===== src/rtl/command_encoder_pkg.sv =====
// Shared rasterizer definitions used by the command encoder and the matching
// decoder. It holds the command codes, the CLEAR byte, the stream byte layout
// ([7] en, [6:5] cmd, [4:0] param) and the helpers that pack stream bytes.
package command_encoder_pkg;

    localparam logic [1:0] CMD_ILLEGAL = 2'b00;
    localparam logic [1:0] CMD_PIXEL   = 2'b01;
    localparam logic [1:0] CMD_LINE    = 2'b10;
    localparam logic [1:0] CMD_RECT    = 2'b11;

    localparam logic [7:0] CLEAR_BYTE  = 8'hBF;

    localparam int EN_BIT    = 7;
    localparam int CMD_MSB   = 6;
    localparam int CMD_LSB   = 5;
    localparam int PARAM_MSB = 4;
    localparam int PARAM_LSB = 0;

    localparam int COORD_W   = 3;

    typedef logic [COORD_W-1:0] coord_t;

    // Snapshot of one request, captured when it is accepted.
    typedef struct packed {
        logic       clear;
        logic [1:0] cmd;
        coord_t     x1;
        coord_t     y1;
        coord_t     x2;
        coord_t     y2;
        coord_t     width;
        coord_t     height;
    } cmd_fields_t;

    // Head byte: enable set, command code, first coordinate.
    function automatic logic [7:0] make_head(input logic [1:0] cmd, input coord_t x1);
        logic [7:0] b;
        b = 8'h00;
        b[EN_BIT] = 1'b1;
        b[CMD_MSB:CMD_LSB] = cmd;
        b[PARAM_MSB:PARAM_LSB] = {2'b00, x1};
        return b;
    endfunction

    // Parameter byte: enable set, command field zero, value.
    function automatic logic [7:0] make_param(input coord_t value);
        logic [7:0] b;
        b = 8'h00;
        b[EN_BIT] = 1'b1;
        b[PARAM_MSB:PARAM_LSB] = {2'b00, value};
        return b;
    endfunction

    // Number of parameter bytes that follow the head byte.
    function automatic logic [1:0] param_count(input logic clear, input logic [1:0] cmd);
        logic [1:0] n;
        if (clear) begin
            n = 2'd0;
        end else begin
            case (cmd)
                CMD_PIXEL: n = 2'd1;
                CMD_LINE:  n = 2'd3;
                CMD_RECT:  n = 2'd3;
                default:   n = 2'd0;
            endcase
        end
        return n;
    endfunction

endpackage


===== src/rtl/command_encoder_if.sv =====
// Request/stream bundle of the command encoder.
//   master : requester side (drives in_*, observes ready and the byte stream)
//   slave  : encoder side
interface command_encoder_if;
    import command_encoder_pkg::*;

    logic       in_valid;
    logic       in_ready;
    logic       in_clear;
    logic [1:0] in_cmd;
    coord_t     in_x1;
    coord_t     in_y1;
    coord_t     in_x2;
    coord_t     in_y2;
    coord_t     in_width;
    coord_t     in_height;
    logic [7:0] tx_byte;
    logic       tx_last;
    logic       busy;
    logic       err;

    modport master (
        output in_valid, in_clear, in_cmd, in_x1, in_y1, in_x2, in_y2, in_width, in_height,
        input  in_ready, tx_byte, tx_last, busy, err
    );

    modport slave (
        input  in_valid, in_clear, in_cmd, in_x1, in_y1, in_x2, in_y2, in_width, in_height,
        output in_ready, tx_byte, tx_last, busy, err
    );
endinterface


===== src/rtl/command_encoder.sv =====
// Command encoder: turns one drawing request into a serial byte stream
// (head byte, parameter bytes, then GAP_CYCLES idle 0x00 bytes).
// Ports:
//   clk    rising-edge clock
//   rst_n  asynchronous active-low reset
//   bus    command_encoder_if.slave: in_valid/in_ready handshake, in_clear,
//          in_cmd, coordinates; tx_byte, tx_last, busy, err (all registered)
// Parameter GAP_CYCLES (1..7): idle bytes appended after every command.
module command_encoder
    import command_encoder_pkg::*;
#(
    parameter int GAP_CYCLES = 1
) (
    input logic               clk,
    input logic               rst_n,
    command_encoder_if.slave  bus
);

    localparam logic [1:0] ST_IDLE  = 2'd0;
    localparam logic [1:0] ST_HEAD  = 2'd1;
    localparam logic [1:0] ST_PARAM = 2'd2;
    localparam logic [1:0] ST_GAP   = 2'd3;

    localparam logic [2:0] GAP_LAST = 3'(GAP_CYCLES - 1);

    logic [1:0]  state_r, state_s;
    logic [1:0]  param_idx_r, param_idx_s;
    logic [1:0]  param_inc_s;
    logic [1:0]  param_cnt_s;
    logic [2:0]  gap_cnt_r, gap_cnt_s;
    cmd_fields_t fields_r;
    logic [7:0]  tx_byte_r, tx_byte_s;
    logic        tx_last_r, tx_last_s;
    logic        busy_r;
    logic        err_r;
    logic        in_ready_r;
    logic        accept_s;
    logic        illegal_s;

    // Parameter value for a given slot of the latched command.
    function automatic coord_t select_param(input cmd_fields_t f, input logic [1:0] idx);
        coord_t v;
        case (idx)
            2'd0:    v = f.y1;
            2'd1:    v = (f.cmd == CMD_RECT) ? f.width  : f.x2;
            2'd2:    v = (f.cmd == CMD_RECT) ? f.height : f.y2;
            default: v = f.x1; // slot 3 never occurs inside a command
        endcase
        return v;
    endfunction

    assign accept_s    = bus.in_valid && in_ready_r;
    assign illegal_s   = !bus.in_clear && (bus.in_cmd == CMD_ILLEGAL);
    assign param_cnt_s = param_count(fields_r.clear, fields_r.cmd);
    assign param_inc_s = param_idx_r + 2'd1;

    // Next state and the byte that the output register loads on the next edge.
    always_comb begin
        state_s     = state_r;
        param_idx_s = param_idx_r;
        gap_cnt_s   = gap_cnt_r;
        tx_byte_s   = 8'h00;
        tx_last_s   = 1'b0;
        case (state_r)
            ST_IDLE: begin
                if (accept_s && bus.in_clear) begin
                    state_s     = ST_HEAD;
                    param_idx_s = 2'd0;
                    gap_cnt_s   = 3'd0;
                    tx_byte_s   = CLEAR_BYTE;
                    tx_last_s   = 1'b1;
                end else if (accept_s && !illegal_s) begin
                    state_s     = ST_HEAD;
                    param_idx_s = 2'd0;
                    gap_cnt_s   = 3'd0;
                    tx_byte_s   = make_head(bus.in_cmd, bus.in_x1);
                    tx_last_s   = 1'b0;
                end else if (accept_s) begin
                    // Illegal request: consumed, flagged, nothing sent.
                    state_s     = ST_IDLE;
                    param_idx_s = 2'd0;
                    gap_cnt_s   = 3'd0;
                end else begin
                    state_s     = ST_IDLE;
                end
            end
            ST_HEAD: begin
                if (param_cnt_s != 2'd0) begin
                    state_s     = ST_PARAM;
                    param_idx_s = 2'd0;
                    tx_byte_s   = make_param(select_param(fields_r, 2'd0));
                    tx_last_s   = (param_cnt_s == 2'd1);
                end else begin
                    state_s     = ST_GAP;
                    gap_cnt_s   = 3'd0;
                end
            end
            ST_PARAM: begin
                if (param_inc_s < param_cnt_s) begin
                    param_idx_s = param_inc_s;
                    tx_byte_s   = make_param(select_param(fields_r, param_inc_s));
                    tx_last_s   = (param_inc_s == (param_cnt_s - 2'd1));
                end else begin
                    state_s     = ST_GAP;
                    gap_cnt_s   = 3'd0;
                end
            end
            ST_GAP: begin
                if (gap_cnt_r == GAP_LAST) begin
                    state_s   = ST_IDLE;
                end else begin
                    gap_cnt_s = gap_cnt_r + 3'd1;
                end
            end
            default: begin
                state_s = ST_IDLE;
            end
        endcase
    end

    // State, counters, latched request and registered outputs.
    always_ff @(posedge clk or negedge rst_n) begin
        if (!rst_n) begin
            state_r     <= ST_IDLE;
            param_idx_r <= 2'd0;
            gap_cnt_r   <= 3'd0;
            fields_r    <= '0;
            tx_byte_r   <= 8'h00;
            tx_last_r   <= 1'b0;
            busy_r      <= 1'b0;
            err_r       <= 1'b0;
            in_ready_r  <= 1'b0;
        end else begin
            state_r     <= state_s;
            param_idx_r <= param_idx_s;
            gap_cnt_r   <= gap_cnt_s;
            tx_byte_r   <= tx_byte_s;
            tx_last_r   <= tx_last_s;
            busy_r      <= (state_s != ST_IDLE);
            err_r       <= accept_s && illegal_s;
            // Ready tracks the state being entered so it is high exactly in IDLE.
            in_ready_r  <= (state_s == ST_IDLE);
            if (accept_s) begin
                fields_r <= '{clear:  bus.in_clear,
                              cmd:    bus.in_cmd,
                              x1:     bus.in_x1,
                              y1:     bus.in_y1,
                              x2:     bus.in_x2,
                              y2:     bus.in_y2,
                              width:  bus.in_width,
                              height: bus.in_height};
            end else begin
                fields_r <= fields_r;
            end
        end
    end

    assign bus.in_ready = in_ready_r;
    assign bus.tx_byte  = tx_byte_r;
    assign bus.tx_last  = tx_last_r;
    assign bus.busy     = busy_r;
    assign bus.err      = err_r;

endmodule


===== src/flat_wrapper.sv =====
// flat-port wrapper written by rule: the top's interface ports become plain ports
module command_encoder_flat import command_encoder_pkg::*;
#(
    parameter int GAP_CYCLES = 1
)
  (clk, rst_n, bus_in_valid, bus_in_clear, bus_in_cmd, bus_in_x1, bus_in_y1, bus_in_x2, bus_in_y2, bus_in_width, bus_in_height, bus_in_ready, bus_tx_byte, bus_tx_last, bus_busy, bus_err);
  command_encoder_if bus_i ();
  input logic clk;
  input logic rst_n;
  input wire logic [$bits(bus_i.in_valid)-1:0] bus_in_valid;
  input wire logic [$bits(bus_i.in_clear)-1:0] bus_in_clear;
  input wire logic [$bits(bus_i.in_cmd)-1:0] bus_in_cmd;
  input wire logic [$bits(bus_i.in_x1)-1:0] bus_in_x1;
  input wire logic [$bits(bus_i.in_y1)-1:0] bus_in_y1;
  input wire logic [$bits(bus_i.in_x2)-1:0] bus_in_x2;
  input wire logic [$bits(bus_i.in_y2)-1:0] bus_in_y2;
  input wire logic [$bits(bus_i.in_width)-1:0] bus_in_width;
  input wire logic [$bits(bus_i.in_height)-1:0] bus_in_height;
  output wire logic [$bits(bus_i.in_ready)-1:0] bus_in_ready;
  output wire logic [$bits(bus_i.tx_byte)-1:0] bus_tx_byte;
  output wire logic [$bits(bus_i.tx_last)-1:0] bus_tx_last;
  output wire logic [$bits(bus_i.busy)-1:0] bus_busy;
  output wire logic [$bits(bus_i.err)-1:0] bus_err;
  assign bus_i.in_valid = bus_in_valid;
  assign bus_i.in_clear = bus_in_clear;
  assign bus_i.in_cmd = bus_in_cmd;
  assign bus_i.in_x1 = bus_in_x1;
  assign bus_i.in_y1 = bus_in_y1;
  assign bus_i.in_x2 = bus_in_x2;
  assign bus_i.in_y2 = bus_in_y2;
  assign bus_i.in_width = bus_in_width;
  assign bus_i.in_height = bus_in_height;
  assign bus_in_ready = bus_i.in_ready;
  assign bus_tx_byte = bus_i.tx_byte;
  assign bus_tx_last = bus_i.tx_last;
  assign bus_busy = bus_i.busy;
  assign bus_err = bus_i.err;
  command_encoder #(.GAP_CYCLES(GAP_CYCLES)) u_core (.clk(clk), .rst_n(rst_n), .bus(bus_i));
endmodule

===== config.mk =====
export PLATFORM = sky130hd
export DESIGN_NAME = command_encoder_flat
export DESIGN_NICKNAME = d
export VERILOG_FILES = /design/src/rtl/command_encoder_pkg.sv /design/src/rtl/command_encoder_if.sv /design/src/rtl/command_encoder.sv /design/src/flat_wrapper.sv
export SDC_FILE = /design/constraint.sdc
export NUM_CORES = 1
export LEC_CHECK = 0
export ABC_AREA = 1
export ABC_CLOCK_PERIOD_IN_PS = 2000
export CAP_MARGIN = 20
export CORE_MARGIN = 2
export CORE_UTILIZATION = 50
export CTS_CLUSTER_SIZE = 24
export DETAILED_ROUTE_END_ITERATION = 8
export DONT_BUFFER_PORTS = 1
export SYNTH_ARGS = -nofsm -noshare
export SYNTH_HDL_FRONTEND = slang
export SYNTH_SLANG_ARGS = --single-unit

===== constraint.sdc =====
create_clock -name clk -period 2 [get_ports clk]
set_clock_uncertainty 0.05 [all_clocks]
set_input_delay 0.4 -clock clk [delete_from_list [all_inputs] [get_ports clk]]
set_output_delay 0.4 -clock clk [all_outputs]
set_load 0.03 [all_outputs]

==> flow_summary.json, run 1 <==
{
  "die-width_um": 67.1,
  "powerDensity_nw_per_um2": 1520,
  "tightest_slew_ns": 0.534,
  "yosysWarnings": 0,
  "clock_tree.buffer_depth": 2,
  "cp_data_arrival_time_ns": 1.97,
  "timing.fmax_mhz": 541,
  "cp.required_ns": 2.13,
  "drt_iter0_markers": 122,
  "root_buffer": "clkbuf_8",
  "layout-drive-gt1-share_pct": 10.9,
  "switchingPower_uw": 1400,
  "grt_pass1_vias": 1405,
  "synthDistinctLibCells": 22,
  "clkSinkCount": 39,
  "clock_power_share_pct": 17.1,
  "postCtsSetupBuffers": 0,
  "gp_congestion": 0.853,
  "rsz0062_at_grt": "yes",
  "synthTopCellsByArea": "dfrtp_1 49%, nand2_1 15%, inv_1 6.6%",
  "dpl.hpwl_mm": 2.97,
  "endpoint": "u_core.gap_cnt_r[0]",
  "irDropWorstVdd_v": 0.000729,
  "wl_mm": 3.94,
  "final_area_um2": 2180,
  "drc_errors": 0,
  "crit_type": "register to register",
  "finalWorstSetupSlack_ns": 0.152,
  "total_power_uw": 3310,
  "rows": 22,
  "synth_nets": 284,
  "syn_area_um2": 1990,
  "start_kind": "register",
  "p_int_uw": 1910,
  "seq_area_frac_synth_pct": 49.1,
  "dp.cells": 296,
  "r2r_cells": 9,
  "final.min_clock_period_ns": 1.85,
  "total_leakage_power_uw": 0.00119,
  "timing.rr.start": "u_core.param_idx_r[0]",
  "worstReg2RegEnd": "u_core.gap_cnt_r[0]",
  "path_clk_slew_ns": 0.07,
  "h-tree-depth": 2,
  "r2r_slack_ns": 0.15,
  "finalSetupViolCount": 0,
  "power_frac_seq_pct": 39.9,
  "insertion_delay_ns": 0.29,
  "synth_cells": 250,
  "antenna_cells": 0,
  "holdWs_ns": 0.134,
  "wire_per_inst_um": 12.9,
  "place_area_um2": 2050,
  "slew-limit-headroom_pct": 64.4,
  "yosys.area.top_type": "dfrtp_1",
  "die_area_um2": 4500,
  "grt_antenna_before_repair": 0,
  "die_y_um": 67.1,
  "cp-startpoint": "u_core.param_idx_r[0]",
  "area_growth_syn_to_layout_pct": 9.50,
  "yosys.area.top_type_share_pct": 49.1,
  "switching_share_pct": 42.3,
  "io_buffers": 0,
  "final-max-slew-violation-count": 0,
  "firstDrtPassIters": 4,
  "crit_fanout": 6,
  "ys_ff_latch": 39,
  "cts_tree": "yes",
  "dpl_worst_slack_ns": 0.108,
  "stdcell_count": 306,
  "grt_pass1_wl_mm": 6.73,
  "grt_usage_pct": 20.4,
  "hold_viol": 0,
  "endpoint_kind": "register",
  "drv_cap": 0,
  "io_pins": 36,
  "synth_area_per_cell_um2": 7.96,
  "min_period_over_period_pct": 92.4,
  "vias": 1503,
  "initial_core_util_pct": 53.1,
  "p_comb_share_pct": 43.0,
  "grt_overflow": 0,
  "final_nets": 291,
  "cts_buffers": 5,
  "core-area_um2": 3740,
  "ant_nets": 0,
  "min_path_type": "primary input to register",
  "grt_start_max_net_pins": 40,
  "status": "completed",
  "avgViaCountPerCell": 4.91
}
power by group through the flow:
stage,registers [µW],logic (µW),clock network [µW]
floorplan,1290,1100,0
global placement,1320,1400,0
detailed placement,1330,1400,0
CTS,1320,1430,591
global route,1350,1660,624
finish,1320,1420,566
cell type report:
| cell class | count | area [µm²] |
|---|---|---|
| tap | 48 | 60.1 |
| clock buffer | 8 | 100 |
| timing repair buffer | 6 | 60.1 |
| inverter | 39 | 146 |
| sequential | 39 | 977 |
| fill | 369 | 1570 |
| multi-input combinational | 166 | 835 |
per-layer routing:
| metal | track usage, % | wire length, µm |
|---|---|---|
| met2 | 28.8 | 1550 |
| met3 | 5.91 | 265 |
| met5 | 0 | 0 |
| met4 | 6.12 | 48 |
| met1 | 29.8 | 2070 |
Yosys cell counts, drive strengths merged:
library cell,number
a21oi,8
and2,1
buf,5
clkbuf,1
dfrtp,39
ha,10
inv,39
nand2,81
nand3,24
nand4,1
nor2,13
nor3,4
o21ai,17
o21bai,4
or2,2
xnor2,1
worst min-delay path by stage:
stage	end	slack (ns)	start	cells after the start
final	u_core.bus.tx_byte[6]	0.13	bus_in_clear	1
after global routing	u_core.bus.tx_byte[6]	0.12	bus_in_clear	1
after CTS	u_core.bus.tx_byte[6]	0.12	bus_in_clear	1
after detailed placement	u_core.fields_r[0]	0.06	rst_n	0
after global placement	u_core.fields_r[0]	0.06	rst_n	0
after floorplan	u_core.bus.busy	0.05	rst_n	0
repair_timing:
item / CTS / global route
endpoints found under the setup margin: 0 / 8
hold buffers: 2 / 0
gates resized for setup: 0 / 1
hold endpoints to repair: 39 / 0
through the flow:
stage	TNS [ns]	utilization, %
2_1_floorplan	0	-
3_3_place_gp	0	54.7
3_5_place_dp	0	54.7
4_1_cts	0	58.2
5_1_grt	-0.0182	58.2
6_report	0	58.2
cell usage in the layout (no fill, tap or decap), types with 7 or more instances in the layout:
cell type   n
nor2_1     10
inv_1      35
clkbuf_8    7
nand3_1    23
nand2_1    77
ha_1       10
dfrtp_1    38
o21ai_0    17
a21oi_1     8
cell families after synthesis:
group | synth area share [%]
buf+inv | 8.99
fa+ha+maj | 6.29
simple gates | 27.4
flops | 49.1
compound gates | 7.80
xor+xnor | 0.440
critical path, stage by stage, from the launching register on:
cell     delay (ns)
dfrtp_2        0.41
inv_1          0.08
ha_1           0.35
ha_1           0.30
nand2_1        0.11
nand3_2        0.16
nand2_2        0.13
nor2_1         0.06
nand2_1        0.05
nand2_1        0.04
registers in the layout (all words and copies together) (netlist names):
name and count:
u_core.bus.tx_last 1, u_core.state_r 2, u_core.param_idx_r 2, u_core.gap_cnt_r 3, u_core.bus.in_ready 1, u_core.bus.tx_byte 7
u_core.fields_r 21, u_core.bus.busy 1, u_core.bus.err 1
(Power assumes the default switching activity.)
==> inputs of run 2 (changes only) <==
CTS_BUF_LIST = sky130_fd_sc_hd__clkbuf_2   (was default)
CTS_CLUSTER_DIAMETER = 200   (was default)
==> run 2 against run 1 <==
  * Fmax is 0.58% higher
  * First-iteration DRC count is 13% higher
  * Sequential share of layout area is 0.95 points higher
  * Wire length is 0.71% lower
  * Highest routed layer unchanged
==> flow_summary.json, run 2 (synthesis gave the netlist of run 1 again) <==
{
  "multi_input_area_um2": 835,
  "cts_tree": "yes",
  "min_path_type": "primary input to register",
  "endpoint_kind": "register",
  "top_layer_used": "met4",
  "die-width_um": 67.1,
  "antenna_cells": 0,
  "path_clk_slew_ns": 0.18,
  "h-tree-depth": 2,
  "gp_congestion": 0.853,
  "firstDrtPassIters": 4,
  "core-area_um2": 3740,
  "layout-drive-gt1-share_pct": 10.8,
  "status": "completed",
  "slew-limit-headroom_pct": 64.4,
  "drc_errors": 0,
  "r2r_slack_ns": 0.16,
  "crit_fanout": 6,
  "met2_length_mm": 1.49,
  "rsz0062_at_grt": "no",
  "insertion_delay_ns": 0.37,
  "holdWs_ns": 0.0809,
  "powerDensity_nw_per_um2": 1440,
  "grt_pass1_wl_mm": 6.73,
  "area_growth_syn_to_layout_pct": 7.23,
  "ant_nets": 0,
  "tightest_slew_ns": 0.534,
  "final-max-slew-violation-count": 0,
  "grt_start_max_net_pins": 40,
  "min_period_over_period_pct": 91.9,
  "cp_data_arrival_time_ns": 2.07,
  "wl_mm": 3.91,
  "routed-wl-met3_um": 286,
  "rows": 22,
  "final_nets": 293,
  "finalSetupViolCount": 0,
  "met1_length_mm": 2.07,
  "initial_core_util_pct": 53.1,
  "io_buffers": 0,
  "die_area_um2": 4500,
  "register_area_um2": 977,
  "hold_viol": 0,
  "avgViaCountPerCell": 4.88,
  "dpl.hpwl_mm": 2.97,
  "nFillCells": 380,
  "regMostFlops": "u_core.fields_r",
  "grt_pass1_vias": 1415,
  "grt_overflow": 0,
  "wire_per_inst_um": 12.7,
  "total_leakage_power_uw": 0.00118,
  "root_buffer": "clkbuf_2",
  "timing.fmax_mhz": 544,
  "drt_iter0_markers": 138,
  "final.min_clock_period_ns": 1.84,
  "clock_tree.buffer_depth": 2,
  "largest_reg_flops": 21,
  "clkSinkCount": 39,
  "start_kind": "register",
  "cts_buffers": 5,
  "crit_type": "register to register",
  "final_cell_mix": "77 x nand2_1, 38 x dfrtp_1, 35 x inv_1, 23 x nand3_1, 17 x o21ai_0",
  "die_y_um": 67.1,
  "final_common_cell": "nand2_1",
  "vias": 1503,
  "drv_cap": 0,
  "cp.required_ns": 2.24,
  "setup_tns_ns": 0,
  "grt_usage_pct": 20.3,
  "io_pins": 36,
  "grt_antenna_before_repair": 0,
  "irDropWorstVdd_v": 0.000700
}
-- run 2: cell count changes in the layout (fill, tap and decap cells not counted), sizes merged --
cell         before  now
buf               5    6
clkbuf            8    6
clkinv            0    2
dlygate4sd3       1    2
-- run 2: through the flow --
step / utilization (%) / cells / area (µm²) / setup slack [ns] / power (µW)
final: 57.0 / 308 / 2130 / 0.163 / 3060
after global routing: 57.0 / 308 / 2130 / 0.0101 / 3400
after CTS: 56.8 / 307 / 2120 / 0.102 / 3090
after detailed placement: 54.7 / 296 / 2050 / 0.108 / 2730
after global placement: 54.7 / 296 / 2050 / 0.169 / 2720
after floorplan: - / 250 / 1990 / 0.290 / 2400
-- run 2: layer usage --
metal / up-vias / track usage, %
li1: 797 / -
met2: 43 / 28.7
met3: 7 / 5.24
met5: - / 0
met1: 656 / 30.2
met4: 0 / 6.12
-- run 2: worst paths after layout --
check / cells after the start / to / from
setup reg to reg: 9 / u_core.gap_cnt_r[2] / u_core.param_idx_r[0]
min in group asynchronous: 2 / u_core.bus.err / rst_n
max in group asynchronous: 2 / u_core.param_idx_r[0] / rst_n
setup / recovery: 9 / u_core.gap_cnt_r[2] / u_core.param_idx_r[0]
hold / removal: 2 / u_core.fields_r[14] / bus_in_y1[2]
hold reg to reg: 2 / u_core.fields_r[11] / u_core.fields_r[11]
-- run 2: critical path, cell delays in order (launching register included) --
cell	delay, ns
dfrtp_2	0.43
inv_1	0.08
ha_1	0.35
ha_1	0.30
nand2_1	0.11
nand3_2	0.16
nand2_2	0.13
nor2_1	0.06
nand2_1	0.05
nand2_1	0.04
-- run 2: where the power goes --
group / switching (µW) / total, µW / internal, µW / leakage [µW]
logic: 917 / 1430 / 516 / 0.000656
clock network: 236 / 320 / 84.3 / 0.0000281
registers: 227 / 1310 / 1080 / 0.000495
-- run 2: cell type report --
class / instances / share of cell area (%)
timing repair buffer: 8 / 3.64
tap: 48 / 2.82
clock inverter: 2 / 0.352
clock buffer: 6 / 1.41
inverter: 39 / 6.86
multi-input combinational: 166 / 39.1
sequential: 39 / 45.8
-- run 2: what timing repair did --
| item | CTS | global route |
|---|---|---|
| hold buffers | 3 | 0 |
| setup buffers | 0 | 1 |
| resized for setup | 0 | 1 |
| setup endpoints to repair | 0 | 10 |
| hold endpoints to repair | 40 | 0 |
